[src/rtl/oc8051_su_gate.sv]
// Supervisor call gate for the oc8051: tracks call/interrupt nesting with a flag stack
// and pulses privilege changes. Optional macro OC8051_SU_IRQ_GATE_EN makes irq entry a gate.
module oc8051_su_gate #(
   parameter logic [15:0] SU_BASE    = 16'hF000,
   parameter logic [15:0] SU_LIMIT   = 16'hFFFF,
   parameter logic [15:0] ENTRY_SPAN = 16'h0040,
   parameter int          STK_DEPTH  = 8
) (
   input  logic        clk,
   input  logic        rst,
   input  logic        su_en,
   input  logic        priv_lvl,
   input  logic        op_valid,
   input  logic        op_call,
   input  logic        op_ret,
   input  logic [15:0] target_pc,
   input  logic        irq_ack,
   input  logic        fault_clr,
   output logic        enter_su_mode,
   output logic        leave_su_mode,
   output logic        su_fault,
   output logic [1:0]  fault_cause,
   output logic [15:0] fault_pc
);

   localparam int          PW       = $clog2(STK_DEPTH);
   localparam logic [PW:0] FULL_PTR = (PW+1)'(STK_DEPTH);
   localparam logic [PW:0] ONE_PTR  = (PW+1)'(1);
   localparam logic [PW:0] ZERO_PTR = (PW+1)'(0);
   localparam logic [16:0] GATE_END = {1'b0, SU_BASE} + {1'b0, ENTRY_SPAN} - 17'd1;

   localparam logic [1:0] CAUSE_PRIV = 2'b01;
   localparam logic [1:0] CAUSE_OVF  = 2'b10;
   localparam logic [1:0] CAUSE_COLL = 2'b11;

`ifdef OC8051_SU_IRQ_GATE_EN
   localparam logic IRQ_FLAG = 1'b1;
`else
   localparam logic IRQ_FLAG = 1'b0;
`endif

   typedef enum logic [1:0] {
      IDLE  = 2'b00,
      ENTER = 2'b01,
      LEAVE = 2'b10,
      FAULT = 2'b11
   } state_t;

   state_t               state_r;
   state_t               ev_state_s;
   state_t               state_nxt_s;
   logic [STK_DEPTH-1:0] stk_r;
   logic [PW:0]          ptr_r;
   logic [PW:0]          ptr_nxt_s;
   logic [PW:0]          top_s;
   logic [PW-1:0]        wr_idx_s;
   logic [PW-1:0]        rd_idx_s;
   logic                 is_gate_s;
   logic                 is_prot_s;
   logic                 is_call_s;
   logic                 is_ret_s;
   logic                 full_s;
   logic                 empty_s;
   logic                 ev_push_s;
   logic                 ev_flag_s;
   logic [PW:0]          ev_ptr_s;
   logic [1:0]           ev_cause_s;
   logic [15:0]          ev_pc_s;
   logic                 push_s;
   logic [1:0]           cause_nxt_s;
   logic [15:0]          fpc_nxt_s;

   // Address classification and stack bookkeeping
   always_comb begin
      is_gate_s = (target_pc >= SU_BASE) && ({1'b0, target_pc} <= GATE_END) &&
                  (target_pc[2:0] == 3'b000);
      is_prot_s = (target_pc >= SU_BASE) && (target_pc <= SU_LIMIT);
      is_call_s = op_valid & op_call & ~op_ret;
      is_ret_s  = op_valid & op_ret & ~op_call;
      full_s    = (ptr_r == FULL_PTR);
      empty_s   = (ptr_r == ZERO_PTR);
      top_s     = ptr_r - ONE_PTR;
      wr_idx_s  = ptr_r[PW-1:0];
      rd_idx_s  = top_s[PW-1:0];
   end

   // Decode of one incoming event, shared by IDLE, ENTER and LEAVE
   always_comb begin
      ev_state_s = IDLE;
      ev_push_s  = 1'b0;
      ev_flag_s  = 1'b0;
      ev_ptr_s   = ptr_r;
      ev_cause_s = fault_cause;
      ev_pc_s    = fault_pc;
      if (op_valid && irq_ack) begin
         ev_state_s = FAULT;
         ev_cause_s = CAUSE_COLL;
         ev_pc_s    = target_pc;
      end else if (irq_ack) begin
         if (full_s) begin
            ev_state_s = FAULT;
            ev_cause_s = CAUSE_OVF;
            ev_pc_s    = 16'h0000;
         end else begin
            ev_push_s  = 1'b1;
            ev_flag_s  = IRQ_FLAG;
            ev_ptr_s   = ptr_r + ONE_PTR;
            ev_state_s = IRQ_FLAG ? ENTER : IDLE;
         end
      end else if (is_call_s) begin
         // Privilege violation outranks overflow: the call is rejected either way
         if (!priv_lvl && is_prot_s && !is_gate_s) begin
            ev_state_s = FAULT;
            ev_cause_s = CAUSE_PRIV;
            ev_pc_s    = target_pc;
         end else if (full_s) begin
            ev_state_s = FAULT;
            ev_cause_s = CAUSE_OVF;
            ev_pc_s    = target_pc;
         end else begin
            ev_push_s  = 1'b1;
            ev_flag_s  = is_gate_s;
            ev_ptr_s   = ptr_r + ONE_PTR;
            ev_state_s = is_gate_s ? ENTER : IDLE;
         end
      end else if (is_ret_s) begin
         if (empty_s) begin
            ev_state_s = IDLE;
         end else begin
            ev_ptr_s   = top_s;
            ev_state_s = stk_r[rd_idx_s] ? LEAVE : IDLE;
         end
      end else begin
         ev_state_s = IDLE;
      end
   end

   // Next-state selection; FAULT freezes everything until cleared
   always_comb begin
      state_nxt_s = IDLE;
      ptr_nxt_s   = ptr_r;
      push_s      = 1'b0;
      cause_nxt_s = fault_cause;
      fpc_nxt_s   = fault_pc;
      case (state_r)
         IDLE, ENTER, LEAVE: begin
            state_nxt_s = ev_state_s;
            ptr_nxt_s   = ev_ptr_s;
            push_s      = ev_push_s;
            cause_nxt_s = ev_cause_s;
            fpc_nxt_s   = ev_pc_s;
         end
         FAULT: begin
            if (fault_clr) begin
               state_nxt_s = IDLE;
            end else begin
               state_nxt_s = FAULT;
            end
         end
         default: begin
            state_nxt_s = IDLE;
         end
      endcase
   end

   // Control FSM with registered pulse and fault outputs
   always_ff @(posedge clk or negedge rst) begin
      if (!rst) begin
         state_r       <= IDLE;
         ptr_r         <= ZERO_PTR;
         enter_su_mode <= 1'b0;
         leave_su_mode <= 1'b0;
         su_fault      <= 1'b0;
         fault_cause   <= 2'b00;
         fault_pc      <= 16'h0000;
      end else if (!su_en) begin
         state_r       <= IDLE;
         ptr_r         <= ZERO_PTR;
         enter_su_mode <= 1'b0;
         leave_su_mode <= 1'b0;
         su_fault      <= 1'b0;
      end else begin
         state_r       <= state_nxt_s;
         ptr_r         <= ptr_nxt_s;
         enter_su_mode <= (state_nxt_s == ENTER);
         leave_su_mode <= (state_nxt_s == LEAVE);
         su_fault      <= (state_nxt_s == FAULT);
         fault_cause   <= cause_nxt_s;
         fault_pc      <= fpc_nxt_s;
      end
   end

   // Gate-flag stack storage
   always_ff @(posedge clk or negedge rst) begin
      if (!rst) begin
         stk_r <= {STK_DEPTH{1'b0}};
      end else if (su_en && push_s) begin
         stk_r[wr_idx_s] <= ev_flag_s;
      end else begin
         stk_r <= stk_r;
      end
   end

endmodule

[config.mk]
export PLATFORM = sky130hd
export DESIGN_NAME = oc8051_su_gate
export DESIGN_NICKNAME = d
export VERILOG_FILES = /design/src/rtl/oc8051_su_gate.sv
export SDC_FILE = /design/constraint.sdc
export NUM_CORES = 1
export LEC_CHECK = 0
export BUFFER_PORTS_ARGS = -buffer_cell sky130_fd_sc_hd__buf_2
export CORE_UTILIZATION = 50
export DETAILED_ROUTE_END_ITERATION = 6
export GPL_TIMING_DRIVEN = 0
export PLACE_DENSITY = 0.75
export REMOVE_ABC_BUFFERS = 1
export SLEW_MARGIN = 20
export SYNTH_ARGS = -nofsm -noshare
export SYNTH_HDL_FRONTEND = slang
export SYNTH_SLANG_ARGS = --single-unit
[constraint.sdc]
create_clock -name clk -period 2.5 [get_ports clk]
set_input_delay 0.25 -clock clk [delete_from_list [all_inputs] [get_ports clk]]
set_output_delay 0.25 -clock clk [all_outputs]
set_load 0.1 [all_outputs]
======== After elaboration in Yosys (flattened, before gate mapping) ========
Index checks and enable logic that the tools add are counted.
cells by class
  $add $sub $neg .......................... 2
  reductions and logical operators ........ 19
  mux-type cells .......................... 52
  bitwise gates (word level) .............. 6
  order comparisons ....................... 6
  eq/ne operators ......................... 13
operator list
  operator                                                           number
  2-to-1 mux 16 bit                                                  6
  2-to-1 mux 4 bit                                                   9
  <= comparator 16 bit, second input constant                        2
  2-to-1 mux 2 bit                                                   16
  2-to-1 mux 1 bit                                                   17
  greater-or-equal comparator 16 bit, second input constant          1
  AND reduction 5 bit                                                2
  bitwise mux 8 bit                                                  1
  == test 2 bit, second input constant                               4
  logical AND 1 bit                                                  8
  < comparator 3 x 4 -> 1 bit, second input constant                 2
  != test 4 bit, second input constant                               2
  nonzero test 3 bit                                                 2
  adder 4 x 1 -> 4 bit, second input constant                        1
  bitwise AND 1 bit                                                  4
  == test 2 x 1 -> 1 bit, second input constant                      2
  == test 4 bit, second input constant                               1
  zero test 4 bit                                                    1
  != test 4 x 1 -> 1 bit, second input constant                      1
  one-hot mux 2 bit (2 select lines)                                 1
  subtractor 4 x 1 -> 4 bit, second input constant                   1
  binary-select mux 1 bit (select 3 bit)                             1
  demux 1 bit (select 3 bit)                                         1
  greater-or-equal comparator 3 x 1 -> 1 bit, second input constant  1
  9 further kinds                                                    11
word-level totals
  flip-flop bits (word level) ............. 35
  bits of input ports ..................... 25
  word-level logic and storage cells ...... 106

======== Logic depth before layout (Yosys ltp) ========
  depth in word-level cells ............... 12
  depth in mapped cells ................... 9
  depth with buffers taken out ............ 7

======== Least setup slack after synthesis ========
OpenSTA, ideal clock, no wires.
  path kind ............................... register to register
  from .................................... reg ptr_r[0]
  to ...................................... reg ptr_r[1]
  arrival ................................. 2.155 ns
  stages on the path, launching flop included .. 9
  setup time .............................. 0.122 ns
  path slack .............................. 0.224 ns
  period minus slack after synthesis ...... 2.276 ns
  path buffers ............................ 2
  path through ............................ dfrtp_1 clkbuf_1 inv_1 ha_1 clkbuf_1 a211oi_1 nor3_1 or4_1 o2111a_1
between the ends
  longest elaborated chain between the ends .. 8
  elaborated cells between the ends (all ways) .. 15
RTL lines
  element                                                  RTL line       source
  start, declared                                          53             logic [PW:0] ptr_r;
  start signal, assigned                                   184            ptr_r <= ptr_nxt_s;
  subtractor 4 x 1 -> 4 bit, or another cell as far along  82             top_s = ptr_r - ONE_PTR;
  2-to-1 mux 4 bit, on equally long branches               127, 100, 116
  2-to-1 mux 4 bit, on equally long branches               126, 112
  2-to-1 mux 4 bit                                         110            end else if (is_call_s) begin
  2-to-1 mux 4 bit                                         99             end else if (irq_ack) begin
  2-to-1 mux 4 bit                                         95             if (op_valid && irq_ack) begin
  2-to-1 mux 4 bit                                         145            case (state_r)
  2-to-1 mux 4 bit                                         176            end else if (!su_en) begin
Parallel ways exist; a longest one is shown, timed or not. The select of a mux whose other input is x is not followed.
A chain may end at the register's enable or synchronous reset.

======== Final worst setup path ========
Ends and elaborated chain as after synthesis.

==> results_dict.tcl <==
set metrics [dict create \
    drc 0 \
    via_per_inst 6.038 \
    reg2reg_depth 6 \
    synth_xor_xnor_area_share_pct 0.4727 \
    synth_mux_area_share_pct 10.53 \
    synth_seq_cells 35 \
    synth_top_family_by_area "compound AO/OA/AOI/OAI gates" \
    hold_viol 0 \
    hold_buffers 0 \
    grt_pass1_vias 1574 \
    drt_iter0_markers 128 \
    post_cts_resized 0 \
    fmax_mhz 428.4 \
    ys_async_sr_fraction_pct 100.0 \
    dr.pass1.iters 4 \
    hp-class "in2async" \
    htree_levels 2 \
    power.density_mw_per_mm2 889.2 \
    use_met1_pct 29.05 \
    postRouteWirelength_um 4170 \
    grt_overflow 0 \
    gr-max-usage-layer "met2" \
    status "finished clean" \
    synth-simple-area-share_pct 16.81 \
    crit_slowest_cell "dfrtp_1" \
    worstSetupPathType "reg2reg" \
    synth_cells 172 \
    grt.met3_usage_pct 5.839 \
    multi_input_area_sq_um 940.9 \
    timing.final.crit_period_ns 2.334 \
    worst_slew_pin_slew_ns 0.7508 \
    antenna_found_initial 0 \
    cts_buffers 5 \
    synth_top_cell_by_area "dfrtp_1" \
    globalplace.congestion 0.8702 \
    start_util_pct 53.83 \
    path_max_fanout 10 \
    die_h_um 62.88 \
    synth_area_leaders "dfrtp_1 (47%), a22o_1 (6.6%), mux2_2 (4.9%), mux2i_1 (3.2%), nand2_1 (2.6%)" \
    regToRegEndpoint "ptr_r[1]" \
    max_stage_delay_ns 0.56 \
    drv_slew 0 \
    start_kind "register" \
    dp_hpwl_um 3034 \
    grt_max_degree 36 \
    cp-end-kind "register" \
    slew_headroom_pct 49.95 \
    root_buffer "clkbuf_8" \
    synthAdderAreaFrac_pct 1.350 \
    io_pins 46 \
    yosys-top-cells-count "dfrtp_1 (35), a22o_1 (14), nand2_1 (13)" \
    netlist.area_leader.share_pct 47.27 \
    cp_data_arrival_time_ns 2.51 \
    filler_cell_count 294 \
    yosysMostFrequentCell "dfrtp_1" \
    min_period_over_period_pct 93.36 \
    dr_total_vias 1588 \
    routedWlPerCell_um 15.86 \
    layout-drive-gt1-share_pct 31.80 \
    grt_usage_pct 23.70 \
    antenna_cells 0 \
    rsz0062_at_grt "false" \
    die_w_um 62.88 \
    skew_ns 0.006180 \
    fin_tns_setup_ns 0 \
    clock_latency_ns 0.28 \
    syn_area_sq_mm 0.001853 \
    cts_num_sinks 35 \
    leakage_nw 1.037 \
    cts_setup_buffers 0 \
    rr_startpoint "ptr_r[0]" \
    reg2reg_slack_ns 0.17 \
    area_growth_pct 19.65 \
    portBuffers 45 \
    seq_area_frac_synth_pct 47.27 \
    clk_pin_slew_ns 0.07 \
    yosysUniqueCellTypes 42 \
    drv_cap 0 \
    final_nets 243 \
    placed_cell_area_sq_mm 0.002095 \
    ff_latch_area_sq_um 875.8 \
    irDropWorstVdd_mv 0.7915 \
    synth_edf_count 0 \
    synth_compound_area_share_pct 20.32 \
    clock_path_buffers 2 \
    finalPower_mw 1.971 \
    grt_pass1_wl_um 7293 \
    antenna_left 0 \
    avgSynthCellArea_sq_um 10.77 \
    crit_chain "inv_1 -> ha_1 -> a211oi_2 -> nor3_1 -> or4_1 -> o2111a_1" \
    ys.flop_type "dfrtp_1" \
    cp.required_ns 2.67 \
    cts_tree "done" \
    fin_area_sq_mm 0.002217 \
    synth_warnings 0 \
    core_sq_mm 0.003442 \
    grt.met2_usage_pct 40.32 \
    die_area_sq_mm 0.003953 \
    final_util_pct 64.41 \
    setup_viol_count_final 0 \
    row_count 21 \
]
power by group:
| part | internal (mW) | switching (mW) | leakage [nW] | total, mW |
|---|---|---|---|---|
| Sequential | 0.643 | 0.0566 | 0.441 | 0.700 |
| Clock | 0.225 | 0.206 | 0.0474 | 0.431 |
| Combinational | 0.166 | 0.675 | 0.548 | 0.841 |
worst max-delay path, delay by kind of cell, from the launching register on:
family,cells,cell delay (ns)
AND/OR/NAND/NOR,2,0.62
flip-flops,1,0.56
AO/OA/AOI/OAI,2,0.50
adder cells (fa/ha/maj),1,0.35
buffers and inverters,1,0.20
metrics by stage:
stage / worst slack, ns / hold WS (ns) / instances
2_1_floorplan: 0.4410 / -0.04559 / 164
3_3_place_gp: 0.1047 / 0.3449 / 255
3_5_place_dp: 0.02372 / 0.3739 / 255
4_1_cts: 0.04821 / 0.05884 / 263
5_1_grt: 0.01645 / 0.1008 / 263
6_report: 0.1660 / 0.02312 / 263
state kept, by name, indices dropped and copies added, names as in the netlist:
signal / cells
enter_su_mode: 1
fault_cause: 2
fault_pc: 16
leave_su_mode: 1
ptr_r: 4
state_r: 2
stk_r: 8
su_fault: 1
layout make-up:
| class | count | share of cell area (%) |
|---|---|---|
| clock inverters | 2 | 0.7336 |
| inverters | 5 | 0.8465 |
| well taps | 46 | 2.596 |
| flip-flops and latches | 35 | 39.50 |
| clock buffers | 6 | 3.725 |
| multi-input cells | 124 | 42.44 |
| repair buffers | 45 | 10.16 |
metal layers:
layer  part of all wire (%)  vias up
met2                     50       59
met5                      0        -
met1                     42      777
li1                       -      743
met4                    2.1        0
met3                    6.0        9
cell usage in the layout, fill, tap and decap left out, types with 2 or more instances in the layout:
master,count
o41ai_1,2
nor2_1,9
and3_1,2
a22oi_1,2
mux4_2,2
mux2_2,8
dfrtp_1,35
nor3b_1,2
o2111a_1,2
buf_2,45
a31oi_1,2
a22o_1,14
and3b_1,2
or3_1,3
a21oi_1,6
nand3b_1,2
or4_1,3
ha_1,2
inv_1,5
o21ai_0,9
clkbuf_8,6
nand2_1,13
mux2i_1,6
nand3_1,7
o31ai_1,2
nor3_1,5
and2_1,2
a211oi_1,3
kinds of logic after synthesis:
| kind of cell | count (synthesis) |
|---|---|
| compound gates | 50 |
| xor+xnor | 1 |
| fa+ha+maj | 2 |
| buf+inv | 13 |
| flops | 35 |
| mux | 16 |
| simple gates | 55 |
worst max path at each step:
stage / start / endpoint / slack, ns / depth (start not counted)
2_1_floorplan: ptr_r[0] / ptr_r[1] / 0.44 / 6
3_3_place_gp: target_pc[7] / fault_pc[10] / 0.10 / 6
3_5_place_dp: target_pc[7] / fault_pc[3] / 0.02 / 6
4_1_cts: ptr_r[0] / ptr_r[1] / 0.05 / 6
5_1_grt: ptr_r[0] / ptr_r[1] / 0.02 / 6
6_report: ptr_r[0] / ptr_r[1] / 0.17 / 6
No activity file was read; power rests on OpenSTA's default activity.
